File: config.mk
export PLATFORM = sky130hd
export DESIGN_NAME = path_pq_shift
export DESIGN_NICKNAME = d
export VERILOG_FILES = /design/src/rtl/path_pq_shift.sv
export SDC_FILE = /design/constraint.sdc
export NUM_CORES = 1
export LEC_CHECK = 0
export ABC_CLOCK_PERIOD_IN_PS = 8500
export BUFFER_PORTS_ARGS = -buffer_cell sky130_fd_sc_hd__buf_2
export CAP_MARGIN = 20
export CORE_ASPECT_RATIO = 0.7
export CORE_UTILIZATION = 45
export DETAILED_ROUTE_END_ITERATION = 7
export PLACE_DENSITY = 0.65
export SYNTH_ARGS = -nofsm -noshare
export SYNTH_HDL_FRONTEND = slang
export SYNTH_SLANG_ARGS = --single-unit
File: constraint.sdc
create_clock -name system1000 -period 8.5 [get_ports system1000]
set_clock_uncertainty 0.2 [all_clocks]
set_input_delay 1.275 -clock system1000 [delete_from_list [all_inputs] [get_ports system1000]]
set_output_delay 1.275 -clock system1000 [all_outputs]
set_load 0.1 [all_outputs]
File: src/rtl/path_pq_shift.sv
// -----------------------------------------------------------------------------
// path_pq_shift
//
// Shift-register priority queue. It is a chain of DEPTH registered slots, and
// each slot holds {valid, key, value}. Valid slots are always contiguous from
// slot 0, and keys never decrease toward slot DEPTH-1. The smallest key is
// therefore always at the head. The queue accepts one push and/or one pop per
// cycle. Flush clears every slot.
//
// Ports
//   system1000      : clock, rising edge
//   system1000_rst  : asynchronous reset, active-high
//   push_valid      : insert request
//   push_key        : key of entry to insert (unsigned, smaller = first out)
//   push_val        : payload of entry to insert
//   push_ready      : insert accepted this cycle if push_valid
//   pop             : remove head this cycle (ignored when empty)
//   flush           : synchronous clear, overrides push/pop
//   head_valid      : slot 0 holds an entry
//   head_key        : slot 0 key
//   head_val        : slot 0 payload
//   count           : number of valid slots
//   full            : count == DEPTH
//   empty           : count == 0
// -----------------------------------------------------------------------------
module path_pq_shift #(
    parameter int DEPTH = 4,
    parameter int KEY_W = 32,
    parameter int VAL_W = 32,
    parameter int CNT_W = $clog2(DEPTH + 1)
) (
    input  logic             system1000,
    input  logic             system1000_rst,
    input  logic             push_valid,
    input  logic [KEY_W-1:0] push_key,
    input  logic [VAL_W-1:0] push_val,
    output logic             push_ready,
    input  logic             pop,
    input  logic             flush,
    output logic             head_valid,
    output logic [KEY_W-1:0] head_key,
    output logic [VAL_W-1:0] head_val,
    output logic [CNT_W-1:0] count,
    output logic             full,
    output logic             empty
);

    localparam logic [CNT_W-1:0] DEPTH_C = CNT_W'(DEPTH);

    logic [DEPTH-1:0] slot_v_q,   slot_v_d;
    logic [KEY_W-1:0] slot_key_q [DEPTH];
    logic [KEY_W-1:0] slot_key_d [DEPTH];
    logic [VAL_W-1:0] slot_val_q [DEPTH];
    logic [VAL_W-1:0] slot_val_d [DEPTH];
    logic [CNT_W-1:0] count_q,    count_d;

    // Shifted view: the slot contents after an optional pop. The insert
    // logic always works on this view.
    logic [DEPTH-1:0] view_v;
    logic [KEY_W-1:0] view_key [DEPTH];
    logic [VAL_W-1:0] view_val [DEPTH];

    logic [DEPTH-1:0] place;      // new entry may sit at slot i
    logic [DEPTH-1:0] shift_sel;  // insert point lies strictly below slot i
    logic             full_w;
    logic             empty_w;
    logic             pop_fire;
    logic             push_fire;

    always_comb begin
        full_w     = (count_q == DEPTH_C);
        empty_w    = (count_q == '0);
        pop_fire   = pop && !empty_w;
        push_ready = !full_w || pop_fire;
        push_fire  = push_valid && push_ready;

        for (int i = 0; i < DEPTH - 1; i++) begin
            view_v[i]   = pop_fire ? slot_v_q[i+1]   : slot_v_q[i];
            view_key[i] = pop_fire ? slot_key_q[i+1] : slot_key_q[i];
            view_val[i] = pop_fire ? slot_val_q[i+1] : slot_val_q[i];
        end
        view_v[DEPTH-1]   = pop_fire ? 1'b0 : slot_v_q[DEPTH-1];
        view_key[DEPTH-1] = slot_key_q[DEPTH-1];
        view_val[DEPTH-1] = slot_val_q[DEPTH-1];

        // Strict less-than makes equal keys queue behind existing ones (FIFO
        // among ties). An invalid slot behaves like an infinite key.
        for (int i = 0; i < DEPTH; i++) begin
            place[i] = !view_v[i] || (push_key < view_key[i]);
        end

        // Prefix OR. Only the first set bit of place marks the insert point.
        shift_sel[0] = 1'b0;
        for (int i = 1; i < DEPTH; i++) begin
            shift_sel[i] = shift_sel[i-1] || place[i-1];
        end

        slot_v_d = view_v;
        for (int i = 0; i < DEPTH; i++) begin
            slot_key_d[i] = view_key[i];
            slot_val_d[i] = view_val[i];
        end

        if (push_fire) begin
            if (place[0]) begin
                slot_v_d[0]   = 1'b1;
                slot_key_d[0] = push_key;
                slot_val_d[0] = push_val;
            end
            for (int i = 1; i < DEPTH; i++) begin
                if (shift_sel[i]) begin
                    slot_v_d[i]   = view_v[i-1];
                    slot_key_d[i] = view_key[i-1];
                    slot_val_d[i] = view_val[i-1];
                end else if (place[i]) begin
                    slot_v_d[i]   = 1'b1;
                    slot_key_d[i] = push_key;
                    slot_val_d[i] = push_val;
                end
            end
        end

        count_d = count_q + CNT_W'(push_fire) - CNT_W'(pop_fire);

        if (flush) begin
            slot_v_d = '0;
            count_d  = '0;
        end
    end

    always_ff @(posedge system1000 or posedge system1000_rst) begin
        if (system1000_rst) begin
            slot_v_q <= '0;
            count_q  <= '0;
            for (int i = 0; i < DEPTH; i++) begin
                slot_key_q[i] <= '0;
                slot_val_q[i] <= '0;
            end
        end else begin
            slot_v_q <= slot_v_d;
            count_q  <= count_d;
            for (int i = 0; i < DEPTH; i++) begin
                slot_key_q[i] <= slot_key_d[i];
                slot_val_q[i] <= slot_val_d[i];
            end
        end
    end

    assign head_valid = slot_v_q[0];
    assign head_key   = slot_key_q[0];
    assign head_val   = slot_val_q[0];
    assign count      = count_q;
    assign full       = full_w;
    assign empty      = empty_w;

endmodule

==> results of run 1 <==
==> path summary, 6_finish.rpt <==
path                            depth (start not counted)        endpoint
min in group asynchronous                               3  slot_key_q[73]
worst max-delay path                                   13  slot_key_q[61]
worst max register to register                         13  slot_key_q[61]
max in group asynchronous                               4  slot_val_q[26]
worst min-delay path                                    1  slot_val_q[20]
worst min register to register                          1  slot_val_q[20]
==> cells by family (layout without fill, tap and decap cells) <==
| group | Yosys count | after routing | share of synthesized area |
|---|---|---|---|
| AOI/OAI and AO/OA | 538 | 538 | 0.2276 |
| xor gates and xnor gates | 2 | 2 | 0.001080 |
| adders and majority gates | 126 | 126 | 0.09766 |
| buffers and inverters | 225 | 256 | 0.07367 |
| DFF | 263 | 263 | 0.4057 |
| muxes | 160 | 160 | 0.09874 |
| and+or+nand+nor | 370 | 370 | 0.09550 |
==> final cells by class <==
type,instances,share of cell area
tap,472,0.03334
timing repair buffer,166,0.05284
clock buffer,37,0.04549
multi-input combinational,1196,0.4796
sequential,263,0.3715
clock inverter,12,0.008335
inverter,41,0.008900
==> layout by cell type (no fill, tap or decap), types with 4 or more instances in the layout <==
master                      count
sky130_fd_sc_hd__mux2i_1      160
sky130_fd_sc_hd__nand4_1       20
sky130_fd_sc_hd__nand2b_1       4
sky130_fd_sc_hd__clkbuf_8       5
sky130_fd_sc_hd__buf_2        139
sky130_fd_sc_hd__nand2_1      101
sky130_fd_sc_hd__o21ai_0       48
sky130_fd_sc_hd__o21a_1         5
sky130_fd_sc_hd__a2111oi_0      4
sky130_fd_sc_hd__a211oi_1       7
sky130_fd_sc_hd__buf_4         24
sky130_fd_sc_hd__a221o_1       66
sky130_fd_sc_hd__inv_1         40
sky130_fd_sc_hd__o211ai_1       6
sky130_fd_sc_hd__a21oi_1      171
sky130_fd_sc_hd__nor2b_1        6
sky130_fd_sc_hd__ha_1         125
sky130_fd_sc_hd__dfrtp_1      263
sky130_fd_sc_hd__a32oi_1       33
sky130_fd_sc_hd__nor2_1       206
sky130_fd_sc_hd__a221oi_1       4
sky130_fd_sc_hd__o31ai_1       35
sky130_fd_sc_hd__o2bb2ai_1     31
sky130_fd_sc_hd__a22oi_1       34
sky130_fd_sc_hd__a21o_1         6
sky130_fd_sc_hd__o22ai_1       65
sky130_fd_sc_hd__clkinv_2       5
sky130_fd_sc_hd__nor3_1         4
sky130_fd_sc_hd__nand3_1        8
sky130_fd_sc_hd__clkbuf_16     29
==> per-layer routing <==
metal / wire, um / GRT usage
met4: 1105 / 0.06939
met2: 21200 / 0.3897
met5: 23 / 0
met1: 22550 / 0.3831
met3: 3393 / 0.04279
==> registers in the layout, summed over array words and instances, names as in the netlist <==
name / flops
slot_val_q: 96
head_key: 32
slot_key_q: 96
head_val: 32
count: 3
slot_v_q: 4
==> metrics by stage <==
| step | hold WS [ns] | instance area (sq um) | setup WS [ns] |
|---|---|---|---|
| 4_1_cts | 0.3155 | 17710 | 1.715 |
| 3_5_place_dp | 0.2985 | 16760 | 1.378 |
| 5_1_grt | 0.3301 | 17710 | 1.221 |
| 3_3_place_gp | 0.2951 | 16760 | 1.489 |
| 2_1_floorplan | 0.2785 | 16220 | 1.764 |
| 6_report | 0.3108 | 17710 | 1.514 |
==> worst reg2reg max path: stages (launching register included) <==
cell                        delay, ns
sky130_fd_sc_hd__dfrtp_1         0.50
sky130_fd_sc_hd__o31ai_4         0.80
sky130_fd_sc_hd__buf_12          0.51
sky130_fd_sc_hd__mux2i_1         0.36
sky130_fd_sc_hd__ha_1            0.38
sky130_fd_sc_hd__nand4_1         0.27
sky130_fd_sc_hd__nor4_1          0.74
sky130_fd_sc_hd__nand2_1         0.24
sky130_fd_sc_hd__a21oi_1         0.37
sky130_fd_sc_hd__o31a_2          0.77
sky130_fd_sc_hd__nand3_1         0.88
sky130_fd_sc_hd__buf_4           0.51
sky130_fd_sc_hd__o2bb2ai_1       0.24
sky130_fd_sc_hd__a22oi_1         0.09
==> results.sh, run 1 <==
export IMPL_max_clock_path_buffers=3
export IMPL_setup_total_negative_slack_ns=0
export IMPL_drt_first_iter_violations=1441
export IMPL_antenna_found_initial=2
export IMPL_dpl_cell_count=2138
export IMPL_post_synth_top_area_cell="sky130_fd_sc_hd__dfrtp_1"
export IMPL_yosys_top_cells_count="sky130_fd_sc_hd__dfrtp_1 (263), sky130_fd_sc_hd__nor2_1 (206), sky130_fd_sc_hd__a21oi_1 (171)"
export IMPL_rows=57
export IMPL_cts_sinks=263
export IMPL_first_global_vias=13380
export IMPL_rsz0062_at_grt="false"
export IMPL_core_area_sq_um=35090
export IMPL_hp_class="reg -> reg"
export IMPL_status="finished, final reports clean"
export IMPL_clk_latency_ns=0.56
export IMPL_reg2reg_from="count[0]"
export IMPL_cts_hold_fix_buffers=0
export IMPL_critPathSlowestCell="sky130_fd_sc_hd__nand3_1"
export IMPL_timing_max_cap_violations=0
export IMPL_hold_viol_final=0
export IMPL_postRouteAntennaNets=0
export IMPL_synth_cell_type_count=57
export IMPL_globalplace_congestion=0.9176
export IMPL_worstPathMaxFanout=88
export IMPL_cts_repair_resized=0
export IMPL_layout_area_overhead_vs_synth_pct=9.202
export IMPL_post_synth_top_count_cell="sky130_fd_sc_hd__dfrtp_1"
export IMPL_die_width_um=228.9
export IMPL_root_buffer_cell="sky130_fd_sc_hd__clkbuf_16"
export IMPL_buffer_ports_inserted=139
export IMPL_cts_clk_slew_worst_paths_ns=0.06
export IMPL_timing_critical_path_buf_inv=2
export IMPL_initial_utilization=0.4623
export IMPL_worst_setup_path_start_kind="flop"
export IMPL_design_die_area_sq_um=36820
export IMPL_die_h_um=160.8
export IMPL_num_fill_cells=3282
export IMPL_cts_post_setup_buffers_inserted=0
export IMPL_layout_cells_non_filler=2187
export IMPL_period_share=0.8218
export IMPL_drc_errors=0
export IMPL_critical_path_cell_list="o31ai_4 -> buf_12 -> mux2i_1 -> ha_1 -> nand4_1 -> nor4_1 -> nand2_1 -> a21oi_1 -> o31a_2 -> nand3_1 -> buf_4 -> o2bb2ai_1 -> a22oi_1"
export IMPL_htreeDepth=1
export IMPL_drv_slew=0
export IMPL_yosysWarnings=0
export IMPL_worst_endpoint_required_ns=8.72
export IMPL_yosys_top_cells_area="sky130_fd_sc_hd__dfrtp_1 (41%), sky130_fd_sc_hd__mux2i_1 (9.9%), sky130_fd_sc_hd__ha_1 (9.6%)"
export IMPL_design_portCount=140
export IMPL_seqCellArea_sq_um=6581
export IMPL_sequential_cell_area_fraction_in_the_yosys_report=0.4057
export IMPL_setup_violation_total_in_the_final_timing_report=0
export IMPL_first_pass_iters=6
export IMPL_yosys_area_top_type_share=0.4057
export IMPL_synth_ff_latch_count=263
export IMPL_ys_async_rst_share=1.000
export IMPL_synth_enable_flop_cells=0
export IMPL_r2r_slack_ns=1.51
export IMPL_nNetsFinal=1891
export IMPL_totalWireLength_um=48270
export IMPL_tritoncts_num_buffers=28
export IMPL_timing_critical_path_max_delay_family="compound AO/OA/AOI/OAI gates"
export IMPL_share_of_cells_above_drive_strength_1=0.1329
export IMPL_grt_max_degree=89
export IMPL_cp_startpoint="count[0]"
export IMPL_wire_length_per_cell_after_detailed_routing_um=22.07
export IMPL_timing_max_slew_rel_slack=0.2749
export IMPL_via_per_inst=6.265
export IMPL_synth_cell_area_sq_um=16220
export IMPL_synth_nets=1879
export IMPL_critPathKind="reg -> reg"
export IMPL_area_taken_by_multi_input_logic_gates_sq_um=8494
export IMPL_globalRoute_totalOverflow=0
export IMPL_ys_flop_type="sky130_fd_sc_hd__dfrtp_1"
export IMPL_holdCritStartpoint="slot_val_q[20]"
export IMPL_globalRouteTotalUtil=0.2588
export IMPL_routed_via_count=13700
export IMPL_avgSynthCellArea_sq_um=9.632
export IMPL_tmin_final_ns=6.986
export IMPL_clock_tree_from_tritoncts="done"
export IMPL_critPathMaxStageDelay_ns=0.88
export IMPL_maxClockFrequency_ghz=0.1432
export IMPL_grt_pass1_wl_um=76500
export IMPL_cp_data_arrival_time_ns=7.21
export IMPL_detailedPlacementHpwl_um=30710
export IMPL_layout_core_utilization=0.5048
export IMPL_antenna_cells=0
export IMPL_critical_path_endpoint_type="flop"
export IMPL_slew_worst_pin_ns=1.060
export IMPL_post_synth_inst_count=1684
Power of run 1 is not shown: default switching activity piles up to over one toggle a cycle in this logic, so the estimate is an artifact.
==> run 2: changes to the inputs <==
- ABC_CLOCK_PERIOD_IN_PS: 8500 -> 7230
- PLACE_DENSITY: 0.65 -> 0.63
- clock period: 8.5 -> 7.23 ns (I/O delays scaled with it)
==> run 2 against run 1 <==
Against the previous run:
- register-to-register slack improved by 0.099 ns
- global-route usage increased by 0.58 points
- wire length increased by 2.0%
- sequential cell count unchanged
- final cell count increased by 0.46%
- core utilization increased by 0.46 points
- largest cell class unchanged
- worst hold slack improved by 0.0071 ns
- non-clock buffer count increased by 4
- critical path type unchanged
==> results.sh, run 2 (synthesized netlist as in run 1, its figures left out) <==
export IMPL_status="finished, final reports clean"
export IMPL_design_portCount=140
export IMPL_cts_sinks=263
export IMPL_layout_area_overhead_vs_synth_pct=10.19
export IMPL_root_buffer_cell="sky130_fd_sc_hd__clkbuf_16"
export IMPL_design_die_area_sq_um=36820
export IMPL_grt_pass1_wl_um=77610
export IMPL_worst_endpoint_required_ns=7.46
export IMPL_maxClockFrequency_ghz=0.1781
export IMPL_finalHoldWorstSlack_ns=0.3179
export IMPL_wire_length_per_cell_after_detailed_routing_um=22.41
export IMPL_die_width_um=228.9
export IMPL_worst_setup_path_start_kind="flop"
export IMPL_totalWireLength_um=49240
export IMPL_critical_path_endpoint_type="flop"
export IMPL_cts_post_setup_buffers_inserted=0
export IMPL_tmin_final_ns=5.616
export IMPL_share_of_cells_above_drive_strength_1=0.1370
export IMPL_timing_max_cap_violations=0
export IMPL_antenna_found_initial=2
export IMPL_buffer_ports_inserted=139
export IMPL_cts_hold_fix_buffers=0
export IMPL_tritoncts_num_buffers=29
export IMPL_hold_viol_final=0
export IMPL_grt_max_degree=133
export IMPL_routed_via_count=13660
export IMPL_cts_repair_resized=0
export IMPL_detailedPlacementHpwl_um=31050
export IMPL_clk_latency_ns=0.57
export IMPL_via_per_inst=6.219
export IMPL_hp_class="reg -> reg"
export IMPL_rsz0062_at_grt="false"
export IMPL_worstPathMaxFanout=48
export IMPL_globalRouteTotalUtil=0.2646
export IMPL_rows=57
export IMPL_drt_first_iter_violations=1361
export IMPL_setup_violation_total_in_the_final_timing_report=0
export IMPL_first_global_vias=13540
export IMPL_slew_worst_pin_ns=1.131
export IMPL_timing_max_slew_rel_slack=0.2458
export IMPL_first_pass_iters=6
export IMPL_globalRoute_totalOverflow=0
export IMPL_setup_total_negative_slack_ns=0
export IMPL_drc_errors=0
export IMPL_htreeDepth=1
export IMPL_layout_cells_most_common_list="sky130_fd_sc_hd__dfrtp_1 (263), sky130_fd_sc_hd__nor2_1 (206), sky130_fd_sc_hd__a21oi_1 (171)"
export IMPL_leading_registers_by_flop_count="slot_key_q (96), slot_val_q (96)"
export IMPL_clock_tree_from_tritoncts="done"
export IMPL_max_clock_path_buffers=3
export IMPL_globalplace_congestion=0.8942
export IMPL_initial_utilization=0.4623
export IMPL_postRouteAntennaNets=0
export IMPL_critPathKind="reg -> reg"
export IMPL_layout_commonest_cell="sky130_fd_sc_hd__dfrtp_1"
export IMPL_cp_data_arrival_time_ns=5.84
export IMPL_die_h_um=160.8
export IMPL_core_area_sq_um=35090
export IMPL_nNetsFinal=1896
export IMPL_cts_clk_slew_worst_paths_ns=0.06
export IMPL_period_share=0.7768
export IMPL_drv_slew=0
[run 2: cell types whose count changed in the layout (fill, tap and decap cells not counted), sizes merged]
cell and change:
clkbuf +6, buf +4, bufinv +2, clkinv -2, diode +2, clkinvlp -1
inv -1
[run 2: layout make-up]
| type | count | area, sq um |
|---|---|---|
| repair buffers | 170 | 978.4 |
| clock buffers | 43 | 888.4 |
| diodes | 2 | 5.005 |
| flip-flops and latches | 263 | 6581 |
| fillers | 3246 | 17220 |
| inverters | 41 | 157.7 |
| clock inverters | 10 | 177.7 |
| multi-input cells | 1196 | 8494 |
| well taps | 472 | 590.6 |
[run 2: worst max-delay path, cell delays in order, from the launching register on]
cell and delay, ns:
sky130_fd_sc_hd__dfrtp_1 0.50, sky130_fd_sc_hd__o31ai_4 0.44, sky130_fd_sc_hd__buf_4 0.51, sky130_fd_sc_hd__mux2i_1 0.36, sky130_fd_sc_hd__ha_1 0.29, sky130_fd_sc_hd__a2111oi_0 0.56, sky130_fd_sc_hd__nand2_1 0.11, sky130_fd_sc_hd__o211ai_1 0.17
sky130_fd_sc_hd__a21oi_1 0.14, sky130_fd_sc_hd__o31ai_4 0.90, sky130_fd_sc_hd__nand2_4 0.58, sky130_fd_sc_hd__buf_4 0.44, sky130_fd_sc_hd__nor2_1 0.16, sky130_fd_sc_hd__a21oi_1 0.07
[run 2: stage by stage]
stage | cells | setup WS, ns | util | instance area (sq um)
after global placement | 2142 | 1.305 | 0.4789 | 16800
after global routing | 2196 | 1.225 | 0.5093 | 17870
after detailed placement | 2142 | 1.202 | 0.4789 | 16800
after CTS | 2195 | 1.599 | 0.5092 | 17870
final | 2197 | 1.614 | 0.5094 | 17870
after floorplan | 1684 | 0.4937 | - | 16220
[run 2: per-layer routing]
layer,vias up,GRT usage,share of wire
li1,6289,-,-
met1,6770,0.3899,0.47
met5,-,0,0
met4,0,0.06455,0.020
met3,66,0.05096,0.077
met2,538,0.3977,0.43
[run 2: path summary, 6_finish.rpt]
check                          startpoint              to  slack [ns]  depth (start not counted)
max                              count[0]     head_val[6]        1.61                         13
min in group asynchronous  system1000_rst  slot_key_q[11]        0.60                          3
min reg2reg                 slot_val_q[8]   slot_val_q[8]        0.32                          1
max reg2reg                      count[0]     head_val[6]        1.61                         13
min                         slot_val_q[8]   slot_val_q[8]        0.32                          1
max in group asynchronous  system1000_rst  slot_key_q[58]        4.81                          4
Power of run 2 is left out for the same reason.
